<file path="src/rtl/hazard_unit.sv">
// hazard_unit: pipeline hazard controller for the 5-stage MIPS core.
// Covers what forwarding cannot: load-use, ID-stage branch operand
// dependences and multi-cycle mult/div occupancy of EX. Also keeps a
// saturating count of cycles in which the PC was held.
module hazard_unit #(
  parameter int MD_LATENCY = 4,
  parameter int CNT_W      = 16
) (
  input  logic             i_clk,
  input  logic             i_reset,
  input  logic [4:0]       i_IFID_rs,
  input  logic [4:0]       i_IFID_rt,
  input  logic             i_ID_uses_rt,
  input  logic             i_ID_branch,
  input  logic             i_ID_muldiv,
  input  logic             i_branch_taken,
  input  logic             i_IDEX_MemRead,
  input  logic             i_IDEX_RegWrite,
  input  logic [4:0]       i_IDEX_dest,
  input  logic             i_EXMEM_MemRead,
  input  logic [4:0]       i_EXMEM_dest,
  output logic             o_PC_write,
  output logic             o_IFID_write,
  output logic             o_IDEX_write,
  output logic             o_IDEX_bubble,
  output logic             o_EXMEM_bubble,
  output logic             o_IFID_flush,
  output logic             o_md_busy,
  output logic [CNT_W-1:0] o_stall_count
);

  localparam int            CW      = $clog2(MD_LATENCY + 1);
  localparam logic [CW-1:0] MD_LOAD = CW'(MD_LATENCY - 1);
  localparam logic [CW-1:0] ONE     = CW'(1);
  // A latency of 1 means the mult/div behaves like any single-cycle op.
  localparam bit            MD_HOLD = (MD_LATENCY > 1);

  typedef enum logic {S_IDLE = 1'b0, S_BUSY = 1'b1} state_t;

  state_t           r_state;
  logic [CW-1:0]    r_cnt;
  logic [CNT_W-1:0] r_stall_count;

  // Register $0 is hard-wired to zero, so a zero destination never matches.
  logic w_ex_nz, w_mem_nz;
  logic w_ex_rs, w_ex_rt, w_mem_rs, w_mem_rt;
  logic w_lu, w_bex, w_bmm, w_dstall, w_md_start;

  assign w_ex_nz  = |i_IDEX_dest;
  assign w_mem_nz = |i_EXMEM_dest;
  assign w_ex_rs  = w_ex_nz  && (i_IDEX_dest  == i_IFID_rs);
  assign w_ex_rt  = w_ex_nz  && (i_IDEX_dest  == i_IFID_rt);
  assign w_mem_rs = w_mem_nz && (i_EXMEM_dest == i_IFID_rs);
  assign w_mem_rt = w_mem_nz && (i_EXMEM_dest == i_IFID_rt);

  // Load-use: the load gates both operand matches; rt only counts if read.
  assign w_lu       = i_IDEX_MemRead && (w_ex_rs || (i_ID_uses_rt && w_ex_rt));
  // Branches compare in ID, so any EX writer or MEM load of an operand stalls.
  assign w_bex      = i_ID_branch && i_IDEX_RegWrite && (w_ex_rs || w_ex_rt);
  assign w_bmm      = i_ID_branch && i_EXMEM_MemRead && (w_mem_rs || w_mem_rt);
  assign w_dstall   = w_lu || w_bex || w_bmm;
  // A mult/div only advances into EX once its operands are clean.
  assign w_md_start = (r_state == S_IDLE) && i_ID_muldiv && !w_dstall && MD_HOLD;

  // Mult/div occupancy FSM: hold EX for MD_LATENCY-1 cycles after issue.
  always_ff @(posedge i_clk or posedge i_reset) begin
    if (i_reset) begin
      r_state <= S_IDLE;
      r_cnt   <= '0;
    end else begin
      case (r_state)
        S_IDLE: begin
          if (w_md_start) begin
            r_state <= S_BUSY;
            r_cnt   <= MD_LOAD;
          end
        end
        S_BUSY: begin
          if (r_cnt == ONE) begin
            r_state <= S_IDLE;
            r_cnt   <= '0;
          end else begin
            r_cnt <= r_cnt - ONE;
          end
        end
        default: begin
          r_state <= S_IDLE;
          r_cnt   <= '0;
        end
      endcase
    end
  end

  // Pipeline control, prioritised reset > busy > data stall > taken branch.
  always_comb begin
    o_PC_write     = 1'b1;
    o_IFID_write   = 1'b1;
    o_IDEX_write   = 1'b1;
    o_IDEX_bubble  = 1'b0;
    o_EXMEM_bubble = 1'b0;
    o_IFID_flush   = 1'b0;
    o_md_busy      = 1'b0;
    if (i_reset) begin
      o_PC_write     = 1'b0;
      o_IFID_write   = 1'b0;
      o_IDEX_write   = 1'b0;
      o_IDEX_bubble  = 1'b1;
      o_EXMEM_bubble = 1'b1;
      o_IFID_flush   = 1'b1;
    end else if (r_state == S_BUSY) begin
      // Freeze everything up to EX; MEM receives NOPs while the unit works.
      o_PC_write     = 1'b0;
      o_IFID_write   = 1'b0;
      o_IDEX_write   = 1'b0;
      o_EXMEM_bubble = 1'b1;
      o_md_busy      = 1'b1;
    end else if (w_dstall) begin
      // Hold IF/ID and push a NOP into EX; the branch decision waits.
      o_PC_write    = 1'b0;
      o_IFID_write  = 1'b0;
      o_IDEX_bubble = 1'b1;
    end else if (i_branch_taken && i_ID_branch) begin
      o_IFID_flush = 1'b1;
    end
  end

  // Saturating count of cycles in which the PC was held.
  always_ff @(posedge i_clk or posedge i_reset) begin
    if (i_reset) begin
      r_stall_count <= '0;
    end else if (!o_PC_write && !(&r_stall_count)) begin
      r_stall_count <= r_stall_count + 1'b1;
    end
  end

  assign o_stall_count = r_stall_count;

endmodule

</file>
<file path="config.mk">
export PLATFORM = sky130hd
export DESIGN_NAME = hazard_unit
export DESIGN_NICKNAME = d
export VERILOG_FILES = /design/src/rtl/hazard_unit.sv
export SDC_FILE = /design/constraint.sdc
export NUM_CORES = 1
export LEC_CHECK = 0
export CORE_MARGIN = 5
export CORE_UTILIZATION = 35
export DETAILED_ROUTE_END_ITERATION = 12
export PLACE_DENSITY = 0.66
export SLEW_MARGIN = 25
export SYNTH_ARGS = -nofsm -noshare
export SYNTH_HDL_FRONTEND = slang
export SYNTH_SLANG_ARGS = --single-unit
</file>
<file path="constraint.sdc">
create_clock -name i_clk -period 7.4 [get_ports i_clk]
set_clock_uncertainty 0.15 [all_clocks]
set_input_delay 1.85 -clock i_clk [delete_from_list [all_inputs] [get_ports i_clk]]
set_output_delay 1.85 -clock i_clk [all_outputs]
set_load 0.05 [all_outputs]
</file>
# ---- Yosys cells after proc, flatten, opt, wreduce, memory -nomap -nowiden
# Index checks and enable logic that the tools add are counted.
dict set report word_totals {
  reg_bits 20
  out_inout_bits 23
  elab_cells 58
  rom_bits 0
  memories 0
  ram_bits 0
  latchBits 0
}
dict set report classes {
  div_mod_pow 0
  reduce_logical 25
  addsub 2
  n_shift 0
  n_eq_ne 6
  multipliers 0
  n_bitwise 1
  magnitude_cmp 0
  n_mux 21
}
# op count
set ops {}
lappend ops {{== test 5 bit} 4}
lappend ops {{2-to-1 mux 1 bit} 17}
lappend ops {{adder 16 x 1 -> 16 bit, second input constant} 1}
lappend ops {{AND reduction 16 bit} 1}
lappend ops {{logical AND 1 bit} 14}
lappend ops {{OR reduction 5 bit} 2}
lappend ops {{2-to-1 mux 3 bit} 2}
lappend ops {{one-hot mux 3 bit (2 select lines)} 1}
lappend ops {{logical OR 1 bit} 5}
lappend ops {{== test 3 x 1 -> 1 bit, second input constant} 1}
lappend ops {{logical NOT 1 bit} 3}
lappend ops {{subtractor 3 x 1 -> 3 bit, second input constant} 1}
lappend ops {{inequality test 2 bit, second input constant} 1}
lappend ops {{one-hot mux 1 bit (2 select lines)} 1}
lappend ops {{inverter 1 bit} 1}

# ---- Logic depth before layout (Yosys ltp)
dict set report depth {
  ltp_word 12
  depth_mapped 7
}

# ---- Least setup slack after synthesis
# No wires, ideal clock.
dict set report synth_timing {
  kind {input-to-output}
  from {input i_IDEX_dest[4]}
  to {output o_IDEX_bubble}
  n_path_buf 0
  cell_stages 5
  required_time_ns 5.400
  arrival_time_ns 3.925
  path_slack_ns 1.475
  cell_sequence {xor2_1 or4_4 o22ai_4 a22oi_1 o21ai_0}
}
dict set report synth_between {
  elab_chain_len 10
}
# item line_no
set synth_lines {}
lappend synth_lines {{start: declaration} 19} ;# input logic [4:0] i_IDEX_dest,
lappend synth_lines {{== test 5 bit / OR reduction 5 bit (equally long branches)} {52, 49}}
lappend synth_lines {{logical AND 1 bit} 52} ;# assign w_ex_rt = w_ex_nz && (i_IDEX_dest == i_IFID_rt);
lappend synth_lines {{logical AND 1 bit} 57} ;# assign w_lu = i_IDEX_MemRead && (w_ex_rs || (i_ID_uses_rt && w_ex_rt));
lappend synth_lines {{logical OR 1 bit} 57}
lappend synth_lines {{logical AND 1 bit} 57}
lappend synth_lines {{logical OR 1 bit (*) (2 in series)} 61} ;# assign w_dstall = w_lu || w_bex || w_bmm;
lappend synth_lines {{2-to-1 mux 1 bit (*)} 117} ;# end else if (w_dstall) begin
lappend synth_lines {{2-to-1 mux 1 bit (*)} 110} ;# end else if (r_state == S_BUSY) begin
lappend synth_lines {{2-to-1 mux 1 bit (*)} 103} ;# if (i_reset) begin
lappend synth_lines {{end: declaration} 25} ;# output logic o_IDEX_bubble,
# Every way passes the cells marked *; elsewhere a longest branch is shown, timed or not.

# ---- Worst setup path in the final report
# Same ends and word-level chain as after synthesis.

==> run_results.csv <==
group,metric,value,unit
floorplanning,dieArea,0.00520,mm2
cts,cts_hold_buf,0,
sta,max_freq,0.157,GHz
routing,drt_iter0_drc,29,
floorplanning,ios,52,
synthesis,synth_mux_area_frac,0.0157,
sta,tightest_slew,0.512,ns
flow_run,drv_cap,0,
routing,final_antenna_net_count,0,
cts,numCtsBuffers,3,
routing,viasPerCell,4.98,
cts,cts_setup_buffers,0,
floorplanning,initial_utilization,0.366,
cts,clockBufferDepth,2,
synthesis,synth_xor_area_frac,0.227,
critical_path,cp-end-kind,"output pin",
synthesis,netlist_instances,139,
finish,diodes,0,
cts,cts.sinks,20,
grt,grt_first_pass_wirelength,5930,um
sta,tns,0,ns
critical_path,cp_max_fo,3,
critical_path,cp.required,5.40,ns
sta,fin_crit_sh,0.863,
synthesis,synth_compound_area_frac,0.0981,
routing,route.vias.total,1205,
finish,fill_cells,336,
finish,drive_gt1_frac,0.0825,
cts,root_buffer,"clkbuf_8",
synthesis,synth.distinct_cells,35,
synthesis,synth_top_family_by_area,"XOR/XNOR gates",
cts,ctsHtreeMaxLevel,1,
cts,postCtsResizedCells,0,
synthesis,synth_area,0.00135,mm2
synthesis,synth_warnings,0,
cts,clk_pin_slew_worst_paths,0.07,ns
placement,portBuffers,51,
finish,syn2layout_area_growth,46.2,%
synthesis,yosysSeqAreaShare,0.370,
floorplanning,row_count,22,
pwr,vdd.ir_drop.worst,242,uV
routing,wire_per_inst,14.8,um
synthesis,syn-num-nets,171,
sta,setup_violations,0,
synthesis,synth.area.top_cells,"dfrtp_1 (37%), xnor2_1 (12%), xor2_1 (10%)",
synthesis,synth_fa_ha_area_frac,0.0278,
synthesis,yosys.area_share.simple,0.227,
sta,slew_headroom,0.657,
outcome,run_status,"finished clean",
worst_hold_path,min_path_type,"register to register",
placement,place_inst,238,
sta,rsz0062_at_grt,"false",
placement,dpl.hpwl,2800,um
sta,hold_viol,0,
finish,utilization,0.536,
routing,first_pass_iters,4,
grt,grtUsageTotal,0.143,
routing,finalWirelength,3580,um
synthesis,syn_avg_cell_area,9.72,um2
sta,slew_viol_final,0,
cts,cts_tree,"built",
grt,overflow,0,
cts,clk_latency,0.26,ns
pwr,leakage,0.000755,uW
synthesis,ys_ff_latch,20,
floorplanning,die_w,72.1,um
synthesis,synth_top_area_share,0.370,
placement,routabilityCongestion,0.871,
finish,seq_area,500,um2
critical_path,cp.arrival,4.39,ns
grt,grt_start_max_net_pins,22,
finish,nNetsFinal,227,
finish,multi_input_area,805,um2
grt,antenna_found_initial,0,
finish,fin_cells,242,
floorplanning,core_area,0.00369,mm2
critical_path,crit_path_start_kind,"primary input",
synthesis,synth_top_cell_by_area,"dfrtp_1",
floorplanning,die_h,72.1,um
grt,grt_pass1_vias,1238,
critical_path,crit_type,"primary input to output pin",
pwr,pwr_density_cell,371,mW/mm2
sta,fin_crit,6.39,ns
routing,drc,0,
[synth_stat cells, drive strengths merged]
| master | number |
|---|---|
| dfrtp | 20 |
| xnor2 | 19 |
| xor2 | 16 |
| nand2 | 15 |
| nor3 | 9 |
| nor2 | 8 |
| nand3 | 7 |
| inv | 6 |
| nor4 | 5 |
| a21oi | 4 |
| buf | 3 |
| ha | 3 |
| nand4 | 3 |
| a22oi | 2 |
| o21ai | 2 |
| o22ai | 2 |
| or2 | 2 |
| or3 | 2 |
| a221oi | 1 |
| a31o | 1 |
| a31oi | 1 |
| a41o | 1 |
| mux2 | 1 |
| mux2i | 1 |
| nand2b | 1 |
| nor3b | 1 |
| nor4b | 1 |
| o311a | 1 |
| or4 | 1 |
[path summary, 6_finish.rpt]
path                                  start                end  slack, ns  cells after the start
max                          i_IDEX_dest[4]      o_IDEX_bubble       1.01                      7
min                        o_stall_count[9]   o_stall_count[9]       0.35                      1
max reg2reg                         r_state   o_stall_count[1]       5.24                      6
min reg2reg                o_stall_count[9]   o_stall_count[9]       0.35                      1
max in group asynchronous           i_reset  o_stall_count[14]       5.02                      3
min in group asynchronous           i_reset           r_cnt[0]       1.86                      3
[cells in the final DEF, fill, tap and decap left out, types with 2 or more instances in the layout]
master / synthesis / layout
inv_1: 6 / 6
dfrtp_1: 20 / 20
clkbuf_8: 0 / 4
or3_1: 2 / 2
buf_4: 1 / 3
a22oi_1: 2 / 2
nand4_1: 3 / 3
nor3_1: 8 / 8
nand2_1: 15 / 15
nand3_1: 7 / 7
ha_1: 3 / 3
nor4_1: 4 / 4
a21oi_1: 4 / 4
xnor2_1: 19 / 19
clkdlybuf4s50_1: 0 / 51
o21ai_0: 2 / 2
nor2_1: 8 / 8
xor2_1: 16 / 16
[sequential cells by signal, indices dropped and copies added, names as in the netlist]
signal	cells
o_stall_count	16
r_cnt	3
r_state	1
[per-stage QoR]
stage	total power (uW)	cell area [um2]	hold WS [ns]	setup slack, ns
5_1_grt	780	1980	0.369	0.900
2_1_floorplan	507	1350	0.366	1.47
3_5_place_dp	654	1920	0.336	1.02
6_report	733	1980	0.349	1.01
4_1_cts	741	1980	0.351	1.01
3_3_place_gp	646	1920	0.334	1.05
[where the power goes]
part / total [uW] / internal, uW / switching, uW
combinational: 438 / 161 / 277
sequential: 213 / 158 / 54.1
clock: 82.9 / 47.4 / 35.5
[worst max-delay path, stage by stage]
cell and delay [ns]:
clkdlybuf4s50_1 0.48, xor2_1 0.19, or4_4 0.52, o22ai_4 0.19
a22oi_1 0.13, o21ai_0 0.20, clkdlybuf4s50_1 0.83
[layout make-up]
type	count	share of cell area
inverters	6	0.0114
repair buffers	54	0.270
well taps	48	0.0304
multi-input cells	110	0.407
clock buffers	4	0.0279
flip-flops and latches	20	0.253
[logic make-up (layout without fill, tap and decap cells)]
family,count (synthesis),after routing
AOI/OAI and AO/OA,15,15
and+or+nand+nor,55,55
xor gates and xnor gates,35,35
DFF,20,20
buffers and inverters,9,64
muxes,2,2
adders and majority gates,3,3
[metal layers]
layer  wire length [um]  global-route usage
met5                  0                   0
met4                 37              0.0376
met3                274              0.0374
met2               1600               0.226
met1               1670               0.194
No activity file was read; power rests on OpenSTA's default activity.
